## src/rtl/uart_tx_arbiter.sv

```systemverilog
// -----------------------------------------------------------------------------
// uart_tx_arbiter
//
// Shares one uart_transmitter between N_REQ byte sources. A requester offers a
// byte on a valid/ready handshake; the granted byte is held in tx_data, a
// one-cycle tx_start is issued, and the block then waits for the transmitter
// to report busy and done before granting the next byte. New grants are only
// issued while allow_transmit (XON) is high and the transmitter is idle.
// A watchdog aborts a byte that never completes and pulses err_timeout.
//
// Parameters:
//   N_REQ          number of requesters (2..8)
//   DATA_W         byte width
//   TIMEOUT_CYCLES cycles allowed in WAIT_BUSY + WAIT_DONE before abort
//
// Ports:
//   clk            clock
//   reset          synchronous reset, active low
//   req_valid      [N_REQ]        requester i has a byte
//   req_data       [N_REQ*DATA_W] byte of requester i at [i*DATA_W +: DATA_W]
//   req_ready      [N_REQ]        combinational grant, one-hot or zero
//   allow_transmit                XON flag; low blocks new grants
//   tx_busy                       transmitter busy
//   tx_done                       transmitter completion pulse
//   tx_start                      registered one-cycle start pulse
//   tx_data        [DATA_W]       byte in flight, held until back in IDLE
//   grant_id       [clog2(N_REQ)] index of the byte in flight
//   active                        high whenever not IDLE
//   err_timeout                   one-cycle pulse on watchdog abort
//
// Build option:
//   UART_ARB_PRIORITY_EN  when defined, requester 0 has strict priority and
//                         its grants never move the round-robin pointer;
//                         requesters 1..N_REQ-1 share round-robin.
// -----------------------------------------------------------------------------
module uart_tx_arbiter #(
    parameter int unsigned N_REQ          = 3,
    parameter int unsigned DATA_W         = 8,
    parameter int unsigned TIMEOUT_CYCLES = 1_000_000
) (
    input  logic                       clk,
    input  logic                       reset,
    input  logic [N_REQ-1:0]           req_valid,
    input  logic [N_REQ*DATA_W-1:0]    req_data,
    output logic [N_REQ-1:0]           req_ready,
    input  logic                       allow_transmit,
    input  logic                       tx_busy,
    input  logic                       tx_done,
    output logic                       tx_start,
    output logic [DATA_W-1:0]          tx_data,
    output logic [$clog2(N_REQ)-1:0]   grant_id,
    output logic                       active,
    output logic                       err_timeout
);

    localparam int unsigned ID_W  = $clog2(N_REQ);
    localparam int unsigned SUM_W = ID_W + 1;
    localparam int unsigned CNT_W = ($clog2(TIMEOUT_CYCLES) > 16) ? $clog2(TIMEOUT_CYCLES) : 16;

    localparam logic [CNT_W-1:0] TO_LAST  = CNT_W'(TIMEOUT_CYCLES - 1);
    localparam logic [SUM_W-1:0] N_SUM    = SUM_W'(N_REQ);
    localparam logic [ID_W-1:0]  ID_LAST  = ID_W'(N_REQ - 1);

    typedef enum logic [1:0] {
        S_IDLE,
        S_START,
        S_WAIT_BUSY,
        S_WAIT_DONE
    } state_t;

    state_t             state_q, state_d;
    logic [ID_W-1:0]    rr_q, rr_d;
    logic               tx_start_q, tx_start_d;
    logic [DATA_W-1:0]  tx_data_q, tx_data_d;
    logic [ID_W-1:0]    grant_q, grant_d;
    logic               err_q, err_d;
    logic [CNT_W-1:0]   cnt_q, cnt_d;

    logic               win_found;
    logic [ID_W-1:0]    win_idx;
    logic [SUM_W-1:0]   cand_w;
    logic [ID_W-1:0]    cand;
    logic               handshake;
    logic               waiting;
    logic [CNT_W-1:0]   cnt_inc;
    logic               byte_done;
    logic               timeout_hit;
    logic [ID_W-1:0]    rr_next;

    // -------------------------------------------------------------------------
    // Winner search: first valid requester at or above rr_q, wrapping to 0.
    // The candidate index is formed with one extra bit and folded back by a
    // single subtraction so non-power-of-two N_REQ wraps correctly.
    // -------------------------------------------------------------------------
    always_comb begin
        win_found = 1'b0;
        win_idx   = '0;
        cand_w    = '0;
        cand      = '0;
`ifdef UART_ARB_PRIORITY_EN
        if (req_valid[0]) begin
            win_found = 1'b1;
            win_idx   = '0;
        end
`endif
        for (int unsigned k = 0; k < N_REQ; k++) begin
            cand_w = {1'b0, rr_q} + SUM_W'(k);
            if (cand_w >= N_SUM) begin
                cand_w = cand_w - N_SUM;
            end
            cand = cand_w[ID_W-1:0];
`ifdef UART_ARB_PRIORITY_EN
            if (!win_found && (cand != '0) && req_valid[cand]) begin
`else
            if (!win_found && req_valid[cand]) begin
`endif
                win_found = 1'b1;
                win_idx   = cand;
            end
        end
    end

    // A grant only exists in IDLE with XON, an idle transmitter and reset
    // released; since req_ready points at a valid requester, asserting it
    // is the handshake.
    assign handshake = reset && (state_q == S_IDLE) && allow_transmit
                       && !tx_busy && win_found;

    // -------------------------------------------------------------------------
    // Watchdog and completion qualifiers
    // -------------------------------------------------------------------------
    assign waiting     = (state_q == S_WAIT_BUSY) || (state_q == S_WAIT_DONE);
    assign cnt_inc     = cnt_q + CNT_W'(1);
    assign byte_done   = waiting && tx_done;
    // Completion in the same cycle as the timeout wins.
    assign timeout_hit = waiting && !tx_done && (cnt_inc == TO_LAST);
    assign rr_next     = (grant_q == ID_LAST) ? '0 : grant_q + ID_W'(1);

    // -------------------------------------------------------------------------
    // State register
    // -------------------------------------------------------------------------
    always_ff @(posedge clk) begin
        if (!reset) begin
            state_q    <= S_IDLE;
            rr_q       <= '0;
            tx_start_q <= 1'b0;
            tx_data_q  <= '0;
            grant_q    <= '0;
            err_q      <= 1'b0;
            cnt_q      <= '0;
        end else begin
            state_q    <= state_d;
            rr_q       <= rr_d;
            tx_start_q <= tx_start_d;
            tx_data_q  <= tx_data_d;
            grant_q    <= grant_d;
            err_q      <= err_d;
            cnt_q      <= cnt_d;
        end
    end

    // -------------------------------------------------------------------------
    // Next-state logic
    // -------------------------------------------------------------------------
    always_comb begin
        state_d = state_q;
        case (state_q)
            S_IDLE: begin
                if (handshake) begin
                    state_d = S_START;
                end
            end
            // tx_done seen here belongs to an earlier byte and is ignored.
            S_START: begin
                state_d = S_WAIT_BUSY;
            end
            S_WAIT_BUSY: begin
                if (tx_done || timeout_hit) begin
                    state_d = S_IDLE;
                end else if (tx_busy) begin
                    state_d = S_WAIT_DONE;
                end
            end
            S_WAIT_DONE: begin
                if (tx_done || timeout_hit) begin
                    state_d = S_IDLE;
                end
            end
            default: begin
                state_d = S_IDLE;
            end
        endcase
    end

    // -------------------------------------------------------------------------
    // Datapath next values
    // -------------------------------------------------------------------------
    always_comb begin
        tx_start_d = handshake;
        tx_data_d  = tx_data_q;
        grant_d    = grant_q;
        err_d      = timeout_hit;
        rr_d       = rr_q;
        cnt_d      = cnt_q;

        if (handshake) begin
            tx_data_d = req_data[win_idx*DATA_W +: DATA_W];
            grant_d   = win_idx;
        end

        if (state_q == S_START) begin
            cnt_d = '0;
        end else if (waiting) begin
            cnt_d = cnt_inc;
        end

        // Completion and abort both release the pointer past the granted slot.
        if (byte_done || timeout_hit) begin
`ifdef UART_ARB_PRIORITY_EN
            if (grant_q != '0) begin
                rr_d = rr_next;
            end
`else
            rr_d = rr_next;
`endif
        end
    end

    // -------------------------------------------------------------------------
    // Outputs
    // -------------------------------------------------------------------------
    always_comb begin
        req_ready = '0;
        if (handshake) begin
            req_ready[win_idx] = 1'b1;
        end
        active = (state_q != S_IDLE);
    end

    assign tx_start    = tx_start_q;
    assign tx_data     = tx_data_q;
    assign grant_id    = grant_q;
    assign err_timeout = err_q;

endmodule
```

## config.mk

```make
export PLATFORM = sky130hd
export DESIGN_NAME = uart_tx_arbiter
export DESIGN_NICKNAME = d
export VERILOG_FILES = /design/src/rtl/uart_tx_arbiter.sv
export SDC_FILE = /design/constraint.sdc
export NUM_CORES = 1
export LEC_CHECK = 0
export BUFFER_PORTS_ARGS = -buffer_cell sky130_fd_sc_hd__clkbuf_2
export CAP_MARGIN = 30
export CORE_MARGIN = 2
export CORE_UTILIZATION = 40
export CTS_BUF_LIST = sky130_fd_sc_hd__clkbuf_16
export CTS_CLUSTER_SIZE = 24
export DETAILED_ROUTE_END_ITERATION = 7
export HOLD_SLACK_MARGIN = 0.08
export SYNTH_ARGS = -nofsm -noshare
export SYNTH_HDL_FRONTEND = slang
export SYNTH_SLANG_ARGS = --single-unit
```

## constraint.sdc

```tcl
create_clock -name clk -period 7.1 [get_ports clk]
set_clock_uncertainty 0.15 [all_clocks]
set_input_delay 1.42 -clock clk [delete_from_list [all_inputs] [get_ports clk]]
set_output_delay 1.42 -clock clk [all_outputs]
set_load 0.03 [all_outputs]
```

# Word level (Yosys, flattened, before mapping)
# Cells that the tools add are included.
dict set report totals {
  reg_bits 36
  in_bits 32
}
dict set report op_classes {
  n_addsub 7
  magnitude_cmp 8
  eq_ne 8
  shift 1
  mux 24
  bitwise 1
  reduce_logical 21
}
# cell count
set op_table {}
lappend op_table {{24-bit by 6-bit variable part select with 8-bit output} 1}
lappend op_table {{2-bit 2-to-1 mux} 11}
lappend op_table {{20-bit by 1-bit adder with 20-bit output, second input constant} 1}
lappend op_table {{20-bit == test, second input constant} 1}
lappend op_table {{2-bit by 3-bit less-than comparator with 1-bit output, second input constant} 4}
lappend op_table {{1-bit logical AND} 10}
lappend op_table {{2-bit one-hot mux with 4 select lines} 1}
lappend op_table {{1-bit 2-to-1 mux} 7}
lappend op_table {{1-bit binary-select mux with 2-bit select} 3}
lappend op_table {{2-bit == test, second input constant} 3}
lappend op_table {{3-bit by 2-bit >= comparator with 1-bit output, second input constant} 2}
lappend op_table {{2-bit subtractor, second input constant} 3}
lappend op_table {{1-bit zero test} 4}
lappend op_table {{2-bit by 1-bit adder with 3-bit output, second input constant} 1}
lappend op_table {{2-bit by 2-bit adder with 3-bit output, second input constant} 1}
lappend op_table {{1-bit logical OR} 3}
lappend op_table {{3-bit 2-to-1 mux} 1}
lappend op_table {{3-bit by 2-bit inequality test with 1-bit output, second input constant} 1}
lappend op_table {{3-bit AND reduction} 1}
lappend op_table {{2-bit by 1-bit adder with 2-bit output, second input constant} 1}
lappend op_table {{1-bit demux with 2-bit select} 1}
lappend op_table {{2-bit by 1-bit == test with 1-bit output, second input constant} 1}
lappend op_table {{2-bit by 1-bit >= comparator with 1-bit output, second input constant} 1}
lappend op_table {{2-bit >= comparator, second input constant} 1}
lappend op_table {{6 further kinds} 6}

# Depth between registers and ports, before layout
# Gate-level depths: netlist of the first run.
dict set report logic_depth {
  depth_word 16
  ltp_mapped 9
  depth_no_buf 9
}

# Least setup slack after synthesis of the first run
# No wires, ideal clock.
dict set report synth_path {
  path_kind {input port to output port}
  startpoint {input port req_valid[0]}
  endpoint {output port req_ready[1]}
  t_arrival_ns 2.713
  setup_slack_ns 2.817
  path_stages 6
  path_buffers 1
  path_cell_list {nor2b_1 o211a_1 o21ai_1 buf_2 nand2_1 nor2_1}
}
dict set report synth_via {
  elab_chain_len 14
}
# element line
set synth_lines {}
lappend synth_lines {{from (decl)} 43} ;# input logic [N_REQ-1:0] req_valid,
lappend synth_lines {{1-bit binary-select mux with 2-bit select} 115} ;# if (!win_found && req_valid[cand]) begin
lappend synth_lines {{1-bit 2-to-1 mux (not written as such)} 115}
lappend synth_lines {{1-bit 2-to-1 mux} 115}
lappend synth_lines {{1-bit zero test} 115}
lappend synth_lines {{1-bit logical AND} 115}
lappend synth_lines {{1-bit 2-to-1 mux} 115}
lappend synth_lines {{1-bit zero test} 115}
lappend synth_lines {{1-bit logical AND} 115}
lappend synth_lines {{2-bit 2-to-1 mux} 115}
lappend synth_lines {{2-bit by 3-bit less-than comparator with 1-bit output (not written as such) / 2-bit by 1-bit >= comparator with 1-bit output (equally long branches)} 235} ;# req_ready[win_idx] = 1'b1;
lappend synth_lines {{1-bit logical AND (not written as such)} 235}
lappend synth_lines {{1-bit 2-to-1 mux (not written as such)} 235}
lappend synth_lines {{1-bit demux with 2-bit select} 235}
lappend synth_lines {{3-bit 2-to-1 mux *} 234} ;# if (handshake) begin
lappend synth_lines {{to (decl)} 45} ;# output logic [N_REQ-1:0] req_ready,
# Mark *: on every way between the ends. The rest lies on a longest branch, timed or not. The select of a mux whose other input is x is not followed.

# Worst setup path after layout of the first run
dict set report layout_path {
  startpoint {input port reset}
  endpoint {output port req_ready[1]}
}
dict set report layout_via {
  elab_chain_len 5
}
# element line
set layout_lines {}
lappend layout_lines {{from (decl)} 42} ;# input logic reset,
lappend layout_lines {{1-bit logical AND (2 in a row)} 126} ;# assign handshake = reset && (state_q == S_IDLE) && allow_transmit
lappend layout_lines {{1-bit logical AND (2 in a row)} 127} ;# && !tx_busy && win_found;
lappend layout_lines {{3-bit 2-to-1 mux} 234}
# No other way between the ends.

==> key figures, run 1 <==
Logic synthesis
  – Mean Syn Cell Area: 8.22 um2
  – Ys Warns: 0
  – Register area share after synthesis: 0.336
  – Syn nets: a little under 300
  – Syn Inst Count: roughly 260
  – Mapped Area: approximately 2100 um2
  – Post-synthesis cell type count: 50
  – Synth Register Bits: 36
  – Asr flop ratio synth: 0
  – Ys flop type: dfxtp_1
  – Post-synth EDFFs: 0

Die
  – DIE WIDTH: a little under 80 um
  – Core Box Area: ~5100 um2
  – I/O pin cnt: 48
  – Die Y: about 77 um
  – # rows: 26
  – Initial core utilization: 0.417
  – Die ar.: roughly 6000 um2

Detailed routing
  – Via density: 5.13
  – 1st-pass router iterations: 5
  – Initial drt markers: around 110
  – Wire per inst: approximately 13 um
  – ANT nets after route: 0
  – Routed vias: about 1,900
  – # DRC: 0
  – Routed WL: about 4800 um

Worst setup path
  – Setup CP Type: in2out
  – R2R setup slack: roughly 4.4 ns
  – Critical Path Sink Type: primary output
  – Reg-to-Reg Start: rr_q[0]
  – RR Endpoint: tx_data[4]
  – Cell count of the worst reg-to-reg path: 8
  – CP max FO: 20
  – Critical path arrival: between 3 and 4 ns
  – Worst path required time: 5.53 ns
  – Startpoint types: input pin

STA
  – Min cycle time layout: about 4.8 ns
  – Final TNS setup: 0 ns
  – Unrepaired setup endpoints after global routing: no
  – Final Setup Violations: 0
  – Final Cycle Share: 0.675
  – Slew HR: 0.312
  – FMAX: ~210 MHz
  – Final Slew Violations: 0
  – Worst Tran Pin Value: a little over 1 ns
  – Worst setup margin: ~2.3 ns
  – Hold Vio Cnt, Final: 0

Clock network
  – CTS tree: built
  – Clock Latency Late Sink: between 0.2 and 0.3 ns
  – Num CTS Buffers: 5
  – Hold_buf cts: 0
  – Root buffer cell: clkbuf_16
  – H-tree levels: 2
  – Clock Path Buffers: 2
  – Clk sinks: 36
  – Post-CTS Resized: 0
  – Clock slew at reported path FFs: 0.06 ns
  – Setup Buffers After CTS: 0

Cells and area
  – P&R area growth vs syn: 20.5%
  – Antenna cells: 0
  – Nets: 341
  – Core Util, Final: 0.503
  – Final non-filler cell total: between 300 and 400
  – Fraction of layout instances using a drive strength above 1: 0.235

Placed design
  – Port Buf Inserts: 47
  – Placed Instances: ~370
  – Final Wtd Congestion: a little over 0.8
  – Place WS: about 2.3 ns
  – Post-DP HPWL: between 3000 and 4000 um

GRT
  – First-pass GRT wire length: ~8100 um
  – Gr usage total: 0.169
  – Antenna violations before repair: 0
  – Vias in the first global route: 1,836
  – Largest net degree at the start of global routing: 21
  – Gr ovfl total: 0

Power and ir drop
  – Max VDD drop: roughly 0.087 mV
  – PwrDens: between 150 and 200 nW/um2
  – Final Power: 0.497 mW
  – Leak: between 1 and 1.5 nW

Worst hold path
  – Hold Path Class: reg2reg
  – Hold EP: tx_data[4]
  – Hold Startpoint: tx_data[4]
  – Hold Path Depth: 2

Job
  – Number of max-cap violations: 0

Status
  – Outcome: completed
worst max-delay path: stages:
cell      delay [ns]
clkbuf_2        0.32
nor4b_1         0.30
o211ai_1        0.13
a211o_1         0.41
inv_2           0.19
nand2_1         0.06
nor2_1          0.15
clkbuf_2        0.23
stage by stage:
stage                     hold slack, ns  area [um2]
after global routing               0.336        2590
after CTS                          0.327        2590
final                              0.325        2590
after floorplan                    0.310        2150
after detailed placement           0.319        2420
after global placement             0.289        2410
cells in the mapped netlist, types with 2 or more instances:
cell type / n / share of area
ha_1: 4 / 0.023
nand4_1: 6 / 0.017
and4_1: 2 / 0.0082
nor3_2: 2 / 0.0093
buf_6: 2 / 0.010
and2_0: 8 / 0.023
nor2b_1: 4 / 0.012
or3_1: 3 / 0.0087
mux2i_1: 10 / 0.047
a21oi_1: 12 / 0.028
mux2_2: 2 / 0.010
o21ai_0: 14 / 0.033
a211o_1: 2 / 0.0082
dfxtp_1: 36 / 0.34
xnor2_1: 10 / 0.041
nor3_1: 4 / 0.0093
and3_1: 5 / 0.015
nand3_1: 11 / 0.026
inv_1: 9 / 0.016
xor2_1: 13 / 0.053
clkbuf_1: 8 / 0.014
nand2_1: 25 / 0.044
and2_1: 2 / 0.0058
o211ai_1: 2 / 0.0070
a211oi_1: 2 / 0.0070
o21a_1: 10 / 0.035
nor2_1: 29 / 0.051
o21ai_1: 2 / 0.0047
power breakdown:
group	total [mW]	switching (mW)	internal (mW)
registers	0.208	0.00267	0.205
clock network	0.249	0.0845	0.165
logic	0.0399	0.0227	0.0172
layout by cell type, fill, tap and decap left out, types with 3 or more instances in the layout:
cell type  Yosys  layout
clkbuf_16      0       5
o21a_1        10      10
nand4_1        6       6
nor3_1         4       4
inv_1          9       9
dfxtp_1       36      36
a21oi_1       12      12
nor2_1        29      29
o21ai_0       14      13
xnor2_1       10      10
and3_1         5       5
ha_1           4       4
nor2b_1        4       4
o21ai_1        2       3
or3_1          3       3
xor2_1        13      13
and2_0         8       8
clkbuf_2       0      47
mux2i_1       10      10
nand2_1       25      25
nand3_1       11      11
layer usage:
layer  global-route usage  wire (um)
met5                    0          0
met4               0.0696         65
met3               0.0365        152
met2                0.290       2340
met1                0.202       2260
state kept, by name (all words and copies together), names as in the netlist:
name         cells
cnt_q           20
grant_id         2
tx_start         1
err_timeout      1
tx_data          8
state_q          2
rr_q             2
layout make-up:
cell class	instances	area (um2)
Timing Repair Buffer	49	250
Sequential cell	36	721
Multi-Input combinational cell	203	1320
Clock buffer	5	125
Inverter	10	37.5
Tap cell	70	87.6
Fill cell	502	2550
Clock inverter	3	42.5
logic make-up (layout without fill, tap and decap cells):
kind of cell	Yosys count	count (layout)	share of synthesized area
simple gates	111	111	0.276
flops	36	36	0.336
compound gates	52	52	0.161
buf+inv	22	67	0.0478
fa+ha+maj	5	5	0.0280
xor+xnor	23	23	0.0939
mux	12	12	0.0571
how the worst max path moves through the flow:
stage	from	slack (ns)	endpoint
4_1_cts	reset	2.30	req_ready[1]
5_1_grt	reset	2.18	req_ready[1]
6_report	reset	2.31	req_ready[1]
3_3_place_gp	req_valid[0]	2.26	req_ready[0]
2_1_floorplan	req_valid[0]	2.82	req_ready[1]
3_5_place_dp	reset	2.30	req_ready[1]
(Power assumes the default switching activity.)
==> inputs of run 2 (changes only) <==
--- a/config.mk
+++ b/config.mk
@@ -5,6 +5,7 @@
 export SDC_FILE = /design/constraint.sdc
 export NUM_CORES = 1
 export LEC_CHECK = 0
+export ABC_AREA = 1
 export BUFFER_PORTS_ARGS = -buffer_cell sky130_fd_sc_hd__clkbuf_2
 export CAP_MARGIN = 30
 export CORE_MARGIN = 2
==> constraint.sdc (replaced) <==
create_clock -name clk -period 4.8 [get_ports clk]
set_clock_uncertainty 0.15 [all_clocks]
set_input_delay 0.96 -clock clk [delete_from_list [all_inputs] [get_ports clk]]
set_output_delay 0.96 -clock clk [all_outputs]
set_load 0.03 [all_outputs]
==> key figures, run 2 <==
Status
  – Outcome: completed

STA
  – FMAX: 279 MHz
  – Final Cycle Share: 0.746
  – Worst Tran Pin Value: between 0.8 and 0.9 ns
  – Final TNS setup: 0 ns
  – Final Setup Violations: 0
  – Final Slew Violations: 0
  – Slew HR: 0.453
  – Min cycle time layout: about 3.6 ns
  – Hold Vio Cnt, Final: 0
  – Unrepaired setup endpoints after global routing: no
  – Worst setup margin: about 1.2 ns

Die
  – # rows: 28
  – Die ar.: approximately 6500 um2
  – Initial core utilization: 0.407
  – I/O pin cnt: 48
  – Die Y: 80.9 um
  – Core Box Area: 5820 um2
  – DIE WIDTH: between 80 and 90 um

Worst setup path
  – Worst path required time: between 3 and 4 ns
  – Buf/Inv on CP: 5
  – Startpoint types: register
  – Crit path max-delay cell type: dfxtp_1
  – Crit path depth: 14
  – Critical path arrival: roughly 2.5 ns
  – Worst path top cell family by delay: buffers and inverters
  – Cell count of the worst reg-to-reg path: 6
  – Setup CP Type: reg2out
  – CP max FO: 10
  – CP Cell Sequence: inv_1 -> ha_1 -> inv_1 -> a21oi_1 -> a21oi_1 -> nor2b_1 -> nand2_1 -> inv_1 -> nor2_1 -> nand2_2 -> inv_2 -> nand2_1 -> nor2_1 -> clkbuf_2
  – CP peak stage delay: 0.35 ns
  – Most used cell, CP: inv_1
  – Critical Path Sink Type: primary output

Logic synthesis
  – Top post-synthesis cells by area: dfxtp_1, nand2_1, inv_1
  – Ys Warns: 0
  – Synth top cells by count: nand2_1, inv_1, a21oi_1, dfxtp_1, nor2_1
  – Asr flop ratio synth: 0
  – Mapped Area: 2370 um2
  – Top-count cell post-synth: nand2_1
  – Post-synthesis cell type count: 29
  – Syn Inst Count: 380
  – Register area share after synthesis: 0.305
  – Syn nets: 416
  – Area leader, netlist: dfxtp_1
  – Synth Register Bits: 36
  – Ys flop type: dfxtp_1
  – Post-synth EDFFs: 0
  – Top-area cell type share of the netlist area: 0.305
  – Mean Syn Cell Area: roughly 6.2 um2

Power and ir drop
  – Max VDD drop: about 0.23 mV
  – Leak: about 1.4 nW
  – PwrDens: approximately 470 nW/um2

Cells and area
  – Filler cells: between 600 and 700
  – Largest register FFs: 20
  – Antenna cells: 0
  – Area occupied by multi-input gates: 1340 um2
  – FF/Latch Area: about 720 um2
  – Nets: 461
  – Most frequent cells in the layout: nand2_1, inv_1, clkbuf_2
  – Most flops, register: cnt_q
  – Commonest non-fill, non-tap cell in the layout: nand2_1
  – Fraction of layout instances using a drive strength above 1: 0.192
  – P&R area growth vs syn: 19.2%

Detailed routing
  – 1st-pass router iterations: 5
  – # DRC: 0
  – Initial drt markers: 100
  – Routed vias: about 2,400
  – ANT nets after route: 0
  – Routed WL: about 5800 um
  – Via density: roughly 4.9
  – Wire per inst: about 12 um

GRT
  – Largest net degree at the start of global routing: 31
  – Antenna violations before repair: 0
  – Gr usage total: 0.193
  – First-pass GRT wire length: 9840 um
  – Vias in the first global route: 2,208
  – Gr ovfl total: 0

Clock network
  – Clock Path Buffers: 2
  – Clock slew at reported path FFs: roughly 0.050 ns
  – CTS tree: built
  – Clock Latency Late Sink: approximately 0.28 ns
  – Setup Buffers After CTS: 0
  – Root buffer cell: clkbuf_16
  – Num CTS Buffers: 5
  – Post-CTS Resized: 0
  – Hold_buf cts: 0
  – Clk sinks: 36
  – H-tree levels: 2

Worst hold path
  – Hold Path Class: reg2reg
  – Hold Path Depth: 2

Job
  – Number of max-cap violations: 0

Placed design
  – Post-DP HPWL: around 4300 um
  – Place WS: about 1.2 ns
  – Final Wtd Congestion: 0.772
  – Port Buf Inserts: 47
==> run 2: cell count changes after synthesis, moves of 10 or more <==
cell and change:
mux2i_1 -10, xnor2_1 -10, a21oi_1 +29, nand3_1 +13, inv_1 +59, nand2_1 +58
o21a_1 -10, o211ai_1 +10, xor2_1 -11, o21ai_0 +10
==> run 2: path summary, 6_finish.rpt <==
| kind | from | end | slack (ns) |
|---|---|---|---|
| worst max-delay path | rr_q[0] | req_ready[0] | 1.22 |
| worst min-delay path | rr_q[0] | rr_q[0] | 0.36 |
| worst max register to register | state_q[1] | cnt_q[10] | 1.88 |
| worst min register to register | rr_q[0] | rr_q[0] | 0.36 |
==> run 2: final cells by class <==
cell class / instances / area share
clock buffer: 5 / 0.0443
clock inverter: 3 / 0.0151
inverter: 71 / 0.0949
multi-input combinational: 264 / 0.474
sequential: 36 / 0.255
tap: 75 / 0.0333
timing repair buffer: 47 / 0.0834
==> run 2: metrics by stage <==
step | hold slack (ns) | cell area, um2 | power, mW | instances | util
floorplan | 0.327 | 2370 | 0.838 | 380 | -
global placement | 0.346 | 2650 | 0.937 | 493 | 0.456
detailed placement | 0.351 | 2650 | 0.945 | 493 | 0.456
CTS | 0.361 | 2820 | 1.32 | 501 | 0.485
global route | 0.382 | 2820 | 1.42 | 501 | 0.485
finish | 0.359 | 2820 | 1.31 | 501 | 0.485
==> run 2: worst register-to-register path, stage by stage, from the launching register on <==
cell and delay (ns):
dfxtp_1 0.66, inv_1 0.54, a21oi_1 0.61, inv_1 0.44, a21oi_1 0.25, o21ai_0 0.14
inv_1 0.09
==> run 2: routing by layer <==
| metal | up-vias | routed length (um) | global-route usage |
|---|---|---|---|
| met1 | 1072 | 2840 | 0.250 |
| met5 | - | 0 | 0 |
| met2 | 49 | 2660 | 0.314 |
| met4 | 0 | 79 | 0.0695 |
| li1 | 1308 | - | - |
| met3 | 9 | 243 | 0.0422 |
==> run 2: kinds of logic after synthesis <==
logic type / Yosys count / share of synthesized area
and+or+nand+nor: 174 / 0.338
AOI/OAI and AO/OA: 84 / 0.198
buffers and inverters: 80 / 0.131
DFF: 36 / 0.305
adders and majority gates: 4 / 0.0212
xor gates and xnor gates: 2 / 0.00740
==> run 2: where the power goes <==
part	switching (mW)	internal [mW]	total, mW
Combinational	0.338	0.164	0.502
Sequential	0.0733	0.367	0.440
Clock	0.128	0.244	0.372
Total	0.540	0.774	1.31
